--- src/rtl/cmprs_mb_scan_pkg.sv ---
// Shared compressor definitions: the macroblock scan FSM encoding, the
// converter-type codes, and a helper that gives the in-tile offset mask.
package cmprs_mb_scan_pkg;

    typedef enum logic [1:0] {
        ST_IDLE  = 2'd0,
        ST_LATCH = 2'd1,
        ST_ISSUE = 2'd2,
        ST_DONE  = 2'd3
    } scan_state_t;

    // Converter-type codes used by the tile-mode decoder upstream.
    localparam logic [2:0] CONV_COLOR18 = 3'd0;
    localparam logic [2:0] CONV_COLOR20 = 3'd1;
    localparam logic [2:0] CONV_MONO16  = 3'd2;
    localparam logic [2:0] CONV_JP4     = 3'd3;
    localparam logic [2:0] CONV_JP4DIFF = 3'd4;
    localparam logic [2:0] CONV_MONO8   = 3'd7;

    // Tile widths are 16 << code pixels, so the offset mask is that minus 1.
    function automatic logic [6:0] tile_offs_mask(input logic [1:0] tile_width);
        case (tile_width)
            2'd0:    return 7'h0f;
            2'd1:    return 7'h1f;
            2'd2:    return 7'h3f;
            default: return 7'h7f;
        endcase
    endfunction

endpackage

--- src/rtl/cmprs_mb_scan.sv ---
// Macroblock scanner: walks a frame in raster order and hands one
// macroblock descriptor per accepted valid/ready transfer to the compressor.
module cmprs_mb_scan
    import cmprs_mb_scan_pkg::*;
#(
    parameter int FRAME_WIDTH_BITS = 13,
    parameter int PIX_BITS         = 16
) (
    input  logic                        xclk,
    input  logic                        xrst_n,
    input  logic                        frame_start,
    input  logic [FRAME_WIDTH_BITS-1:0] width_mb_m1,
    input  logic [FRAME_WIDTH_BITS-1:0] height_mb_m1,
    input  logic [5:0]                  mb_w_m1,
    input  logic [5:0]                  mb_h_m1,
    input  logic [4:0]                  mb_hper,
    input  logic [1:0]                  tile_width,
    output logic                        mb_valid,
    input  logic                        mb_ready,
    output logic [FRAME_WIDTH_BITS-1:0] mb_col,
    output logic [FRAME_WIDTH_BITS-1:0] mb_row,
    output logic [PIX_BITS-1:0]         mb_x,
    output logic [PIX_BITS-1:0]         mb_y,
    output logic [PIX_BITS-1:0]         mb_tile_col,
    output logic [6:0]                  mb_tile_offs,
    output logic [5:0]                  mb_size_w,
    output logic [5:0]                  mb_size_h,
    output logic                        mb_first,
    output logic                        mb_last_in_row,
    output logic                        mb_last,
    output logic                        busy,
    output logic                        done,
    output logic                        overrun
);

    scan_state_t                 state, state_nxt;
    logic [FRAME_WIDTH_BITS-1:0] width_r, height_r;
    logic [FRAME_WIDTH_BITS-1:0] col_r, row_r;
    logic [PIX_BITS-1:0]         x_r, y_r;
    logic [4:0]                  hper_r;
    logic [1:0]                  tile_width_r;
    logic [5:0]                  size_w_r, size_h_r;
    logic                        overrun_r;
    logic                        last_col, last_row, accept;
    logic [2:0]                  tile_shift;

    assign last_col = (col_r == width_r);
    assign last_row = (row_r == height_r);
    assign accept   = mb_valid && mb_ready;

    // State register.
    // NOTE: sequential state uses non-blocking assignments so every flop
    // samples the pre-edge values regardless of block ordering.
    always_ff @(posedge xclk or negedge xrst_n) begin
        if (!xrst_n) state <= ST_IDLE;
        else         state <= state_nxt;
    end

    // Next-state and state-decoded outputs.
    // NOTE: every output gets a default before the case so no path leaves
    // one unassigned, which would otherwise infer a latch.
    always_comb begin
        state_nxt = state;
        mb_valid  = 1'b0;
        busy      = 1'b1;
        done      = 1'b0;
        case (state)
            ST_IDLE: begin
                busy = 1'b0;
                if (frame_start) state_nxt = ST_LATCH;
            end
            ST_LATCH: state_nxt = ST_ISSUE;
            ST_ISSUE: begin
                mb_valid = 1'b1;
                if (mb_ready && last_col && last_row) state_nxt = ST_DONE;
            end
            ST_DONE: begin
                done      = 1'b1;
                state_nxt = ST_IDLE;
            end
            default: state_nxt = ST_IDLE;
        endcase
    end

    // Geometry latch at frame start, then raster advance on each accept.
    // Positions are accumulated with adders and wrap silently.
    always_ff @(posedge xclk or negedge xrst_n) begin
        if (!xrst_n) begin
            width_r      <= '0;
            height_r     <= '0;
            hper_r       <= '0;
            tile_width_r <= '0;
            size_w_r     <= '0;
            size_h_r     <= '0;
            col_r        <= '0;
            row_r        <= '0;
            x_r          <= '0;
            y_r          <= '0;
        end else if (state == ST_IDLE && frame_start) begin
            width_r      <= width_mb_m1;
            height_r     <= height_mb_m1;
            hper_r       <= mb_hper;
            tile_width_r <= tile_width;
            size_w_r     <= mb_w_m1;
            size_h_r     <= mb_h_m1;
            col_r        <= '0;
            row_r        <= '0;
            x_r          <= '0;
            y_r          <= '0;
        end else if (accept) begin
            if (last_col) begin
                col_r <= '0;
                x_r   <= '0;
                row_r <= row_r + FRAME_WIDTH_BITS'(1);
                y_r   <= y_r + PIX_BITS'(hper_r);
            end else begin
                col_r <= col_r + FRAME_WIDTH_BITS'(1);
                x_r   <= x_r + PIX_BITS'(hper_r);
            end
        end
    end

    // One-cycle overrun flag for a frame_start that arrives mid-scan.
    always_ff @(posedge xclk or negedge xrst_n) begin
        if (!xrst_n) overrun_r <= 1'b0;
        else         overrun_r <= frame_start && (state != ST_IDLE);
    end

    assign overrun        = overrun_r;
    assign mb_col         = col_r;
    assign mb_row         = row_r;
    assign mb_x           = x_r;
    assign mb_y           = y_r;
    assign mb_size_w      = size_w_r;
    assign mb_size_h      = size_h_r;

    // Flags only qualify a live descriptor, so they read 0 when idle/reset.
    assign mb_first       = mb_valid && (col_r == '0) && (row_r == '0);
    assign mb_last_in_row = mb_valid && last_col;
    assign mb_last        = mb_last_in_row && last_row;

    assign tile_shift     = 3'd4 + {1'b0, tile_width_r};
    assign mb_tile_col    = x_r >> tile_shift;
    assign mb_tile_offs   = x_r[6:0] & tile_offs_mask(tile_width_r);

endmodule

--- config.mk ---
export PLATFORM = sky130hd
export DESIGN_NAME = cmprs_mb_scan
export DESIGN_NICKNAME = d
export VERILOG_FILES = /design/src/rtl/cmprs_mb_scan_pkg.sv /design/src/rtl/cmprs_mb_scan.sv
export SDC_FILE = /design/constraint.sdc
export NUM_CORES = 1
export LEC_CHECK = 0
export ABC_CLOCK_PERIOD_IN_PS = 2800
export BUFFER_PORTS_ARGS = -buffer_cell sky130_fd_sc_hd__buf_4
export CAP_MARGIN = 20
export CORE_UTILIZATION = 28
export CTS_CLUSTER_SIZE = 10
export DETAILED_ROUTE_END_ITERATION = 10
export HOLD_SLACK_MARGIN = 0.02
export PLACE_DENSITY_LB_ADDON = 0.08
export SLEW_MARGIN = 20
export SYNTH_ARGS = -nofsm -noshare
export SYNTH_HDL_FRONTEND = slang
export SYNTH_SLANG_ARGS = --single-unit
export TNS_END_PERCENT = 5
--- constraint.sdc ---
create_clock -name xclk -period 2.8 [get_ports xclk]
set_clock_uncertainty 0.15 [all_clocks]
set_input_delay 0.42 -clock xclk [delete_from_list [all_inputs] [get_ports xclk]]
set_output_delay 0.42 -clock xclk [all_outputs]
set_load 0.02 [all_outputs]
==> run metrics, run 1 <==
run status=completed; Hold WS=101 ps; synth top area cells=dfrtp_1 44%, nand2_1 11%, xor2_1 3.8%; DIE AREA=between 20000 and 25000 um2; GRT Total Usage=~17%; post-synth top area share=43.7%; Leakage=3.90 nW; Final ANT Viol Nets=0; P_sw=2.68 mW; htree depth=3; Min-Delay Startpoint=width_mb_m1[4]; Yosys warning total=0; worst r2r src=mb_x[0]$_DFFE_PN0P_; WP data arrival=2130 ps; worst setup path start=mb_col[1]$_DFFE_PN0P_; Avg WL per Cell=~17 um; Slew Viols, Final=0; Die Ht=149 um; fin nets=886; share of post-route cells with drive strength above 1=25.4%; Hold Path Class=input port to flip-flop; crit-path cells=xor2_1, nor4_4, and4_4, and3_1, buf_4; vias per cell=4.94; Final min period=2700 ps; hpwl dp=13400 um; r2r setup slk=roughly 250 ps; grt ovf=0; clock-pin slew on the worst setup and hold paths=70 ps; path type of the worst setup path=flip-flop to output port; Mapped Cells=679; max-capacitance violation count=0; period utilization=96.3%; routed vias=5421; setup total negative slack=0 ps; worst slew pin tran=704 ps; Synth async-reset ratio=100%; family with the most delay on the worst path=simple AND/OR/NAND/NOR gates; global-route wire length before repair=29500 um; Synth area leader=dfrtp_1; CP required=2230 ps; post-synth design cell area=6070 um2; Initial Util=28.7%; clock buffer depth=2; Routability Congestion=~0.77; Sink Count=106; DR pass1 iterations=4; # IOs=149; # DRC=0; num rows=53; Seq pwr share=a little over a third; Seq/Total Area, Yosys=43.7%; Routed WL=between 15000 and 20000 um; CP max-delay cell=dfrtp_1; Int Pwr=3.89 mW; Largest stage delay, worst path=460 ps; EDFF count, synth=0; initial drt markers=between 200 and 250; Critical Path Sink=mb_last; Antenna Cells=0; synthesized area per cell=8.94 um2; vias in the first global route=5377; CTS Buf Count=9; Post-synth top flop=dfrtp_1; final hold vios=0; Post-DP Area=between 7000 and 8000 um2; largest net degree at the start of global routing=between 40 and 50; Port-buffer cells=~140; VDD IR max=290 uV; endpoint type of the worst setup path=output port; clock share of power=21.1%; post-route cell area=7850 um2; core area=roughly 21000 um2; Register-to-Register Path Depth=8; Buffers & Inverters on Critical Path=1; Comb power frac=between 40% and 50%; Area growth, synth to finish=29.4%; sw frac=40.8%; clock latency on the worst-skew pair=350 ps; Max Fanout on Critical Path=6; initial antenna violation count=0; CTS tree=done; crit path launch type=flip-flop; RSZ-0062 raised after global routing=false; cell count along the critical path=5; Power per Cell Area=837 nW/um2; Slew HR=53.1%; final core occ=37.1%; post-synth cell types=51; clock root cell=clkbuf_16; flop and latch count out of synthesis=106; Setup Viol. Count Final=0; RR Endpoint=mb_x[14]$_DFFE_PN0P_; fmax=roughly 0.37 GHz; Die X=between 100 and 150 um
[cell usage in the layout, fill, tap and decap left out, types with 4 or more instances in the layout]
cell	count
and3_1	10
a21o_1	5
nand3_1	26
o41ai_1	10
clkbuf_16	9
dfrtp_1	105
nor3_1	7
nor4_1	5
buf_4	167
nor2_1	39
a21oi_1	22
nand2_1	184
and4_1	7
mux4_2	8
conb_1	4
nand2b_1	13
ha_1	17
inv_1	12
or4_1	10
o311ai_0	5
o211ai_1	10
a31oi_1	5
o311ai_1	5
mux2i_1	5
xor2_1	26
nand4_1	17
or3_1	4
o21ai_0	17
xnor2_1	18
[worst reg2reg max path: stages, from the launching register on]
cell and delay, ps:
dfrtp_1 390, ha_1 200, inv_1 60, fa_1 400, nand2b_1 180, a21oi_1 340, o21ai_0 170, or4_1 420
a31oi_1 180
[per-stage QoR]
step | setup WS [ps] | total power, mW | std cells
final | 104 | 6.57 | 1097
after floorplan | 294 | 4.15 | 682
after global routing | 12.4 | 7.06 | 1097
after global placement | 326 | 5.15 | 1078
after detailed placement | 265 | 5.22 | 1078
after CTS | 6.22 | 6.66 | 1095
[power groups by stage]
stage / clock network (mW) / registers [mW] / logic, mW
final: 1.39 / 2.39 / 2.80
after global routing: 1.49 / 2.46 / 3.11
after global placement: 0 / 2.41 / 2.74
after CTS: 1.44 / 2.40 / 2.81
after floorplan: 0 / 2.42 / 1.73
after detailed placement: 0 / 2.43 / 2.79
[state kept, by name (all words and copies together), names as in the netlist]
register / flops
mb_y: 16
width_r: 13
mb_size_w: 6
mb_row: 13
height_r: 13
overrun: 1
state: 2
mb_size_h: 6
tile_width_r: 2
mb_x: 16
mb_col: 13
hper_r: 5
[kinds of logic (layout without fill, tap and decap cells)]
kind of cell	Yosys count	after routing	share of synthesized area, %
simple gates	343	343	26.9
flops	106	106	43.7
compound gates	93	93	10.2
buf+inv	58	198	4.41
xor+xnor	44	44	6.35
fa+ha+maj	20	20	4.37
mux	14	14	3.98
other cells	1	4	0.0618
[cells in the mapped netlist (all sizes together), types with 18 or more instances]
library cell / instances
nand3: 26
clkbuf: 23
xor2: 26
nor2: 39
dfrtp: 106
buf: 23
ha: 18
xnor2: 18
nand2: 185
a21oi: 22
nand4: 19
o21ai: 18
[worst min path at each step]
stage                               endpoint  slack [ps]  cells after the start
floorplan            height_r[0]$_DFFE_PN0P_         -30                      0
global placement    mb_size_w[4]$_DFFE_PN0P_         310                      1
detailed placement  mb_size_w[4]$_DFFE_PN0P_         310                      1
CTS                  height_r[0]$_DFFE_PN0P_          80                      3
global route         height_r[4]$_DFFE_PN0P_          90                      3
finish                width_r[4]$_DFFE_PN0P_         100                      3
[metal layers]
metal  global-route usage, %  vias to the layer above  part of all wire [%]
li1                        -                     2634                     -
met4                    4.59                        0                   1.2
met1                    22.7                     2657                    46
met2                    28.3                      114                    49
met5                       0                        -                     0
met3                    3.00                       16                   3.3
[area by class of cell]
| class | instances | area (um2) |
|---|---|---|
| Fill cell | 2191 | 13300 |
| Sequential cell | 106 | 2650 |
| Multi-Input combinational cell | 518 | 3180 |
| Timing Repair Buffer | 170 | 1300 |
| Clock inverter | 6 | 90.1 |
| Clock buffer | 10 | 229 |
| Inverter | 12 | 45.0 |
| Tap cell | 275 | 344 |
[timing repair]
item / CTS / global route
setup buffers: 0 / 2
gates resized for setup: 4 / 3
pin swaps: 0 / 2
endpoints found under the hold margin: 40 / 0
hold buffers: 1 / 0
cloned: 0 / 0
setup endpoints to repair: 2 / 2
Note: power is estimated with default switching activity, not from simulation.
==> run 2, diff against run 1 <==
Settings changed: BUFFER_PORTS_ARGS -buffer_cell sky130_fd_sc_hd__buf_4 to unset, CTS_CLUSTER_SIZE 10 to unset, DONT_BUFFER_PORTS set to 1.
==> run 2 against run 1 <==
  * The flow now finishes with violations (hold timing)
  * Via count fell by 7.7%
  * Maximum frequency rose by 1.1%
  * Non-clock buffer count fell by 98
  * Final cell count fell by 8.9%
  * Flip-flop and latch count did not move
  * Clock power rose by 5%
  * Critical path depth fell by 1
  * Sequential power rose by 6%
  * Routed wire length fell by 1.9%
  * Critical endpoint unchanged
  * Largest cell class unchanged
==> run metrics, run 2 (synthesis results as in run 1) <==
run status=finished, violations left (was completed); failing checks=hold timing; CTS Buf Count=9 (unchanged); Final ANT Viol Nets=0 (unchanged); htree depth=3 (unchanged); vias in the first global route=4901 (was 5377); share of post-route cells with drive strength above 1=10.6% (was 25.4%); Slew Viols, Final=0 (unchanged); # DRC=0 (unchanged); Routability Congestion=0.774 (was 0.773); family with the most delay on the worst path=simple AND/OR/NAND/NOR gates (unchanged); CTS tree=done (unchanged); Die X=149 um (unchanged); Hold WS=-397 ps (was 101 ps); fin nets=788 (was 886); clock-pin slew on the worst setup and hold paths=80 ps (was 70 ps); Buffers & Inverters on Critical Path=0 (was 1); global-route wire length before repair=28300 um (was 29500 um); # IOs=149 (unchanged); worst slew pin tran=707 ps (was 704 ps); Leakage=3.38 nW (was 3.90 nW); Slew HR=52.7% (was 53.1%); GRT Total Usage=16.7% (was 17.1%); hpwl dp=12800 um (was 13400 um); Routed WL=18000 um (was 18400 um); fmax=0.375 GHz (was 0.371 GHz); VDD IR max=307 uV (was 290 uV); Hold Path Class=input port to async pin (was input port to flip-flop); core area=21200 um2 (unchanged); max-capacitance violation count=0 (unchanged); endpoint type of the worst setup path=output port (unchanged); crit path launch type=flip-flop (unchanged); CP required=2230 ps (about the same); clock root cell=clkbuf_16 (unchanged); P_sw=2.62 mW (was 2.68 mW); clock share of power=23.4% (was 21.1%); Largest stage delay, worst path=520 ps (was 460 ps); final hold vios=106 (was 0); Port-buffer cells=0 (was 144); Die Ht=149 um (unchanged); WP data arrival=2100 ps (was 2130 ps); Power per Cell Area=868 nW/um2 (was 837 nW/um2); crit-path cells=xor2_1, nor4_4, and4_1, and3_1 (was xor2_1, nor4_4, and4_4, and3_1, buf_4); Max Fanout on Critical Path=5 (was 6); routed vias=5006 (was 5421); most common cell after layout, fill and taps aside=nand2_1 (unchanged); CP max-delay cell=dfrtp_1 (unchanged); Post-CTS Setup Bufs=0 (unchanged); DIE AREA=22300 um2 (unchanged); largest net degree at the start of global routing=107 (was 48); Avg WL per Cell=18.0 um (was 16.7 um); Antenna Cells=0 (unchanged); Setup Viol. Count Final=0 (unchanged); Area growth, synth to finish=18.6% (was 29.4%); Seq pwr share=40.7% (was 36.4%); Initial Util=28.7% (unchanged); Int Pwr=3.63 mW (was 3.89 mW); RSZ-0062 raised after global routing=false (unchanged); commonest cells after routing, fill and taps aside=184 x nand2_1, 106 x dfrtp_1, 39 x nor2_1 (was 184 x nand2_1, 167 x buf_4, 105 x dfrtp_1); initial antenna violation count=0 (unchanged); setup total negative slack=0 ps (unchanged); Pwr Total=6.25 mW (was 6.57 mW); Final min period=2670 ps (was 2700 ps); sw frac=42.0% (was 40.8%); num rows=53 (unchanged); path type of the worst setup path=flip-flop to output port (unchanged); initial drt markers=231 (was 230); Sink Count=106 (unchanged); vias per cell=5.01 (was 4.94); period utilization=95.3% (was 96.3%); Comb power frac=35.9% (was 42.5%); clock buffer depth=2 (unchanged); grt ovf=0 (unchanged); clock latency on the worst-skew pair=360 ps (was 350 ps); DR pass1 iterations=4 (unchanged)
[run 2: cell type report]
type,count,area (um2)
Clock buffer,10,239
Clock inverter,6,97.6
Fill cell,2200,14000
Inverter,12,45.0
Multi-Input combinational cell,518,3190
Sequential cell,106,2650
Tap cell,275,344
Timing Repair Buffer,72,626
[run 2: worst register-to-register path: stages, from the launching register on]
cell	delay (ps)
dfrtp_1	400
ha_1	200
inv_1	60
fa_1	410
nand2b_1	180
a21oi_1	300
o21ai_0	160
or4_1	410
a31oi_1	170
[run 2: per-layer routing]
metal | share of wire, % | track usage, % | wire length [um]
met5 | 0 | 0 | 0
met3 | 5.2 | 3.85 | 935
met2 | 48 | 27.5 | 8710
met4 | 1.2 | 5.05 | 213
met1 | 45 | 21.5 | 8150
[run 2: final timing paths]
check / startpoint / endpoint / slack, ps / depth (start not counted)
min: xrst_n / mb_size_w[4]$_DFFE_PN0P_ / -400 / 0
min reg2reg: width_r[5]$_DFFE_PN0P_ / width_r[5]$_DFFE_PN0P_ / 350 / 2
max reg2reg: hper_r[0]$_DFFE_PN0P_ / mb_x[14]$_DFFE_PN0P_ / 280 / 8
min in group xclk: mb_h_m1[4] / mb_size_h[4]$_DFFE_PN0P_ / 30 / 2
max: mb_col[12]$_DFFE_PN0P_ / mb_last / 130 / 4
max in group asynchronous: xrst_n / height_r[1]$_DFFE_PN0P_ / 2730 / 0
[run 2: repair_timing]
action,in CTS,in global routing
endpoints found under the setup margin,1,1
hold buffers,33,1
gates resized for setup,2,2
endpoints found under the hold margin,139,107
pin swaps,1,2
[run 2: through the flow]
stage | setup WS (ps) | instances | hold WS (ps) | util, % | instance area (um2)
6_report | 132 | 999 | -397 | 34.0 | 7190
2_1_floorplan | 294 | 682 | -25.6 | - | 6080
3_3_place_gp | 329 | 949 | -19.2 | 30.7 | 6490
3_5_place_dp | 284 | 949 | -19.2 | 30.7 | 6490
4_1_cts | 40.7 | 998 | -410 | 33.9 | 7170
5_1_grt | 18.2 | 999 | -421 | 34.0 | 7190
[run 2: power groups by stage]
| stage | clock, mW | combinational (mW) | sequential [mW] |
|---|---|---|---|
| after floorplan | 0 | 1.73 | 2.42 |
| after global placement | 0 | 2.18 | 2.57 |
| after detailed placement | 0 | 2.21 | 2.58 |
| after CTS | 1.51 | 2.27 | 2.55 |
| after global routing | 1.57 | 2.53 | 2.62 |
| final | 1.46 | 2.24 | 2.54 |
==> run 3, diff against run 2 <==
Settings changed: CORE_UTILIZATION 28 to 37, CTS_CLUSTER_SIZE set to 14, RECOVER_POWER set to 100.
==> run 3 against run 2 <==
  * The flow still finishes with violations (hold timing)
  * Critical path depth is 1 higher
  * Count of clock-buffer cells in the layout stayed put
  * Worst setup slack worse by 26 ps
  * Register-to-register slack worse by 20 ps
  * Die area is 24% lower
  * Sequential power hardly changed
  * Flip-flop and latch count stayed put
  * Routed wire length is 9.0% lower
  * First-iteration DRC count is 27% higher
  * Global-route usage is 3.6 points higher
  * Final cell count is 5.6% lower
  * Largest cell class unchanged
  * Largest power group unchanged
==> run metrics, run 3 (synthesis results as in run 1) <==
max-capacitance violation count=0 (unchanged); Sink Count=106 (unchanged); endpoint type of the worst setup path=output port (unchanged); path type of the worst setup path=flip-flop to output port (unchanged); Final ANT Viol Nets=0 (unchanged); Hold Path Class=input port to async pin (unchanged); CTS tree=done (unchanged); Post-DP Area=6410 um2 (was 6490 um2); Slew HR=41.7% (was 52.7%); crit path launch type=flip-flop (unchanged); core area=15900 um2 (was 21200 um2); Leakage=3.24 nW (was 3.38 nW); Post-CTS Setup Bufs=0 (unchanged); global-route wire length before repair=25800 um (was 28300 um); Area growth, synth to finish=15.4% (was 18.6%); final core occ=43.9% (was 34.0%); Buffers & Inverters on Critical Path=2 (was 0); VDD IR max=434 uV (was 307 uV); Max Fanout on Critical Path=9 (was 5); Final min period=2690 ps (was 2670 ps); commonest cells after routing, fill and taps aside=185 x nand2_1, 105 x dfrtp_1, 39 x nor2_1, 39 x dlygate4sd3_1 (was 184 x nand2_1, 106 x dfrtp_1, 39 x nor2_1); post-route cell area=7000 um2 (was 7190 um2); clock latency on the worst-skew pair=360 ps (about the same); GRT Total Usage=20.2% (was 16.7%); clock buffer depth=2 (unchanged); setup total negative slack=0 ps (unchanged); CP required=2230 ps (about the same); vias per cell=5.36 (was 5.01); Hold WS=-398 ps (was -397 ps); Antenna Cells=0 (unchanged); DIE AREA=16900 um2 (was 22300 um2); Die X=130 um (was 149 um); # IOs=149 (unchanged); Die Ht=130 um (was 149 um); num rows=46 (was 53); crit-path cells=clkbuf_1, nor4_2, nand4_1, nor3_2, buf_4 (was xor2_1, nor4_4, and4_1, and3_1); final hold vios=106 (unchanged); worst setup path start=mb_col[9]$_DFFE_PN0P_ (was mb_col[12]$_DFFE_PN0P_); Avg WL per Cell=17.4 um (was 18.0 um); initial antenna violation count=0 (unchanged); run status=finished, violations left (unchanged); hold buffers post-CTS=39 (was 33); Initial Util=38.1% (was 28.7%); share of post-route cells with drive strength above 1=6.88% (was 10.6%); CP max-delay cell=dfrtp_1 (unchanged); DR pass1 iterations=4 (unchanged); most common cell after layout, fill and taps aside=nand2_1 (unchanged); # DRC=0 (unchanged); initial drt markers=294 (was 231); fmax=0.371 GHz (was 0.375 GHz); worst slew pin tran=874 ps (was 707 ps); Pwr Total=5.91 mW (was 6.25 mW); Setup Viol. Count Final=0 (unchanged); grt ovf=0 (unchanged); RSZ-0062 raised after global routing=false (unchanged); Routability Congestion=0.789 (was 0.774); Routed WL=16400 um (was 18000 um); family with the most delay on the worst path=simple AND/OR/NAND/NOR gates (unchanged); clock-pin slew on the worst setup and hold paths=70 ps (was 80 ps); WP data arrival=2120 ps (was 2100 ps); hpwl dp=11400 um (was 12800 um); vias in the first global route=4755 (was 4901); fin nets=791 (was 788); largest net degree at the start of global routing=107 (unchanged); Largest stage delay, worst path=400 ps (was 520 ps); failing checks=hold timing (unchanged); worst r2r src=mb_x[1]$_DFFE_PN0P_ (was hper_r[0]$_DFFE_PN0P_); period utilization=96.2% (was 95.3%); Slew Viols, Final=0 (unchanged); clock root cell=clkbuf_16 (unchanged); Power per Cell Area=844 nW/um2 (was 868 nW/um2); CTS Buf Count=9 (unchanged); routed vias=5059 (was 5006); htree depth=3 (unchanged); Port-buffer cells=0 (unchanged)
run 3: cell type report:
cell class / instances / area (um2)
clock buffers: 10 / 229
flip-flops and latches: 106 / 2650
repair buffers: 75 / 577
multi-input cells: 518 / 3190
clock inverters: 6 / 42.5
fillers: 1626 / 8940
inverters: 12 / 45.0
well taps: 216 / 270
run 3: per-stage QoR:
step | hold WS (ps) | setup WS [ps] | cells
CTS | -410 | 24.5 | 943
global placement | -20.3 | 312 | 888
global route | -415 | 16.4 | 943
detailed placement | -21.0 | 308 | 888
floorplan | -25.6 | 294 | 682
finish | -398 | 106 | 943
run 3: metal layers:
metal	track usage [%]	vias up	wire length, um
met5	0	-	0
met4	7.73	0	233
met3	3.94	12	943
met2	32.6	136	7760
met1	26.7	2459	7460
li1	-	2452	-
run 3: timing repair:
| action | 4_1_cts | 5_1_grt |
|---|---|---|
| resized for setup | 3 | 4 |
| hold endpoints to repair | 145 | 106 |
| endpoints found under the setup margin | 2 | 2 |
run 3: path summary, 6_finish.rpt:
path / endpoint / slack (ps) / cells after the start
worst max-delay path: mb_first / 110 / 5
worst min-delay path: tile_width_r[1]$_DFFE_PN0P_ / -400 / 0
worst max register to register: mb_x[11]$_DFFE_PN0P_ / 260 / 8
worst min register to register: height_r[7]$_DFFE_PN0P_ / 360 / 2
max in group asynchronous: state[1]$_DFFE_PN0P_ / 2750 / 0
min in group xclk: mb_size_w[1]$_DFFE_PN0P_ / 30 / 2
run 3: power by group:
part	internal, mW	switching [mW]
Combinational	0.823	1.34
Sequential	1.93	0.603
Clock	0.606	0.608
Total	3.36	2.55
